$ cat src/rtl/ramp_sat_cnt.sv
// Saturating up-counter: holds at all-ones once reached; clear has priority.
module ramp_sat_cnt #(
    parameter int unsigned WIDTH = 16
) (
    input  logic             clk,
    input  logic             clr_i,
    input  logic             inc_i,
    output logic [WIDTH-1:0] cnt_o
);

    logic [WIDTH-1:0] cnt_q, cnt_d;

    always_comb begin
        cnt_d = cnt_q;
        if (clr_i) begin
            cnt_d = '0;
        end else if (inc_i && (cnt_q != '1)) begin
            cnt_d = cnt_q + WIDTH'(1);
        end
    end

    always_ff @(posedge clk) begin
        cnt_q <= cnt_d;
    end

    assign cnt_o = cnt_q;

endmodule

$ cat config.mk
export PLATFORM = sky130hd
export DESIGN_NAME = ramp_sat_cnt
export DESIGN_NICKNAME = d
export VERILOG_FILES = /design/src/rtl/ramp_sat_cnt.sv
export SDC_FILE = /design/constraint.sdc
export NUM_CORES = 1
export LEC_CHECK = 0
export ABC_AREA = 1
export BUFFER_PORTS_ARGS = -buffer_cell sky130_fd_sc_hd__buf_2
export CAP_MARGIN = 20
export CORE_MARGIN = 2
export CORE_UTILIZATION = 45
export DETAILED_ROUTE_END_ITERATION = 16
export PLACE_DENSITY_LB_ADDON = 0.12
export RECOVER_POWER = 100
export SLEW_MARGIN = 15
export SYNTH_ARGS = -nofsm -noshare
export SYNTH_HDL_FRONTEND = slang
export SYNTH_SLANG_ARGS = --single-unit
$ cat constraint.sdc
create_clock -name clk -period 2.2 [get_ports clk]
set_input_delay 0.22 -clock clk [delete_from_list [all_inputs] [get_ports clk]]
set_output_delay 0.22 -clock clk [all_outputs]
set_load 0.03 [all_outputs]
==> flow_summary.toml <==
[timing]
rsz0062_at_grt = "no"
setup_viol = 0
period_share = 0.768
finalSetupTns_ps = 0
setup_ws_ps = 511
slew_violations = 0
fin_crit_ps = 1690
hold_violations = 0
relSlewSlack = 0.666
tightest_slew_ps = 501
clock.fmax_mhz = 592
final.setup_skew_ps = 4.84

[finish]
num-fill-cells = 241
fin_nets = 174
n_antenna_cell = 0
multi_input_area_um2 = 534
layout.cells.most_common = "nand2_1"
regArea_um2 = 320
largest_reg_flops = 16
finalNonFillerCells = 195
syn_to_final_growth_pct = 9.56
most-common-layout-cells = "nand2_1 (47), nor2_1 (42), dfxtp_1 (16), clkbuf_1 (16), nand3_1 (12)"
final_layout_size_suffix_gt1_frac = 0.0714

[power_and_ir_drop]
power_density_nw_per_um2 = 479
switching_share = 0.247
comb_power_share = 0.074
internal-power_w = 0.000367
clkPwrFrac = 0.318
p_switching_w = 0.000121
ir_worst_vdd_v = 0.000404
pwr-share-seq = 0.608
leakagePower_nw = 0.416

[worst_hold_path]
hold_class = "in2reg"
min_from = "inc_i"

[synthesis]
synth.yosys.seq_area_share = 0.345
ys_seq_elements = 16
syn_area_um2 = 930
yosys.cell_types.count = 16
synthCells = 149
syn_area_per_cell_um2 = 6.24
synth_nets = 153
yosys_warnings = 0

[cts]
cts_tree = "yes"
insertion_delay_ps = 290
cts_htree_levels = 1
cts-root-buf = "clkbuf_4"
clkTransAtPathRegs_ps = 90
cts_resized = 0
clockBufferDepth = 2
cts.sinks = 16
postCtsSetupBuffers = 0
hold_buffers = 0
cts_buffers = 3

[setup_path]
reg2reg_from = "cnt_o[0]"
crit_type = "reg2reg"
end_kind = "register"
crit_fanout = 5
arrival_ps = 1880
cp-startpoint = "cnt_o[0]"
required_ps = 2390
startpoint_type = "register"

[route]
via_count = 932
met2_length_um = 939
wl_mm = 2.01
top_layer = "met4"
drtAntennaViolNets = 0
drc = 0
drtIter0Drc = 17
wire_per_inst_um = 10.3
drt_pass1_iterations = 4
dr_wl_met3_um = 75
m1WireLength_um = 959
routed_via_density = 4.78

[floorplanning]
dieArea_um2 = 2450
initial_core_util = 0.474
die_w_um = 49.5
fp-row-count = 16
die_h_um = 49.5
io_pins = 19
coreArea_um2 = 1960

[grt]
grt_pass1_wl_mm = 3.36
gr-total-overflow = 0
grt.total_usage = 0.181
grt_max_degree = 17
antenna_found_initial = 0
grt_pass1_vias = 791

[run_status]
status = "complete, no violations"

[placed_design]
place_hpwl_mm = 1.58
placed_cells = 192
gp_congestion = 0.850
portBuffers = 18
pre_cts_slack_ps = 693

[flow_run]
maxCapViolations = 0
==> power by group through the flow <==
stage,logic (W),registers (W),clock network (W)
2_1_floorplan,0.0000233,0.000310,0
3_3_place_gp,0.0000376,0.000303,0
3_5_place_dp,0.0000392,0.000303,0
4_1_cts,0.0000393,0.000297,0.000166
5_1_grt,0.0000409,0.000298,0.000176
6_report,0.0000362,0.000297,0.000155
==> layer usage <==
layer,global-route usage,vias up
li1,-,504
met5,0,-
met2,0.297,18
met1,0.228,407
met3,0.0364,3
met4,0.0833,0
==> Yosys cell counts (all sizes together) <==
cell     n  share of area
a21oi    7          0.038
buf      1         0.0054
clkbuf   1         0.0081
dfxtp   16           0.34
ha       1          0.013
inv     10          0.040
nand2   48           0.20
nand3   12          0.065
nand4    3          0.020
nor2    48           0.25
nor3     1         0.0054
or2      1         0.0067
==> critical path, cell delays in order, from the launching register on <==
cell	delay (ps)
dfxtp_1	390
ha_1	180
inv_1	50
nor2_1	220
nand2_1	210
nor2_1	220
nand2_1	110
nor3_1	140
nor2_1	60
==> cells by family (layout without fill, tap and decap cells) <==
family                   count (synthesis)  in the layout  synth area share
AND/OR/NAND/NOR                        113            113             0.550
AO/OA/AOI/OAI                            7              7            0.0377
buffers and inverters                   12             31            0.0538
flip-flops                              16             16             0.345
adder cells (fa/ha/maj)                  1              1            0.0135
==> through the flow <==
stage          total power, W   util  hold WS [ps]  instance area (um2)
4_1_cts              0.000501  0.542           363                 1060
3_5_place_dp         0.000343  0.531           524                 1040
3_3_place_gp         0.000341  0.531           509                 1040
5_1_grt              0.000515  0.519           403                 1020
2_1_floorplan        0.000334      -           433                  930
6_report             0.000488  0.519           366                 1020
==> final cells by class <==
| cell class | instances | share of cell area |
|---|---|---|
| Sequential cell | 16 | 0.314 |
| Clock buffer | 3 | 0.0221 |
| Tap cell | 27 | 0.0332 |
| Multi-Input combinational cell | 121 | 0.525 |
| Timing Repair Buffer | 18 | 0.0688 |
| Inverter | 10 | 0.0369 |
==> path summary, 6_finish.rpt <==
path,to,slack [ps],cells after the start
setup / recovery,cnt_o[12],510,8
hold / removal,cnt_o[3],370,5
setup reg to reg,cnt_o[12],510,8
hold reg to reg,cnt_o[1],540,2
No activity file was read; power rests on OpenSTA's default activity.
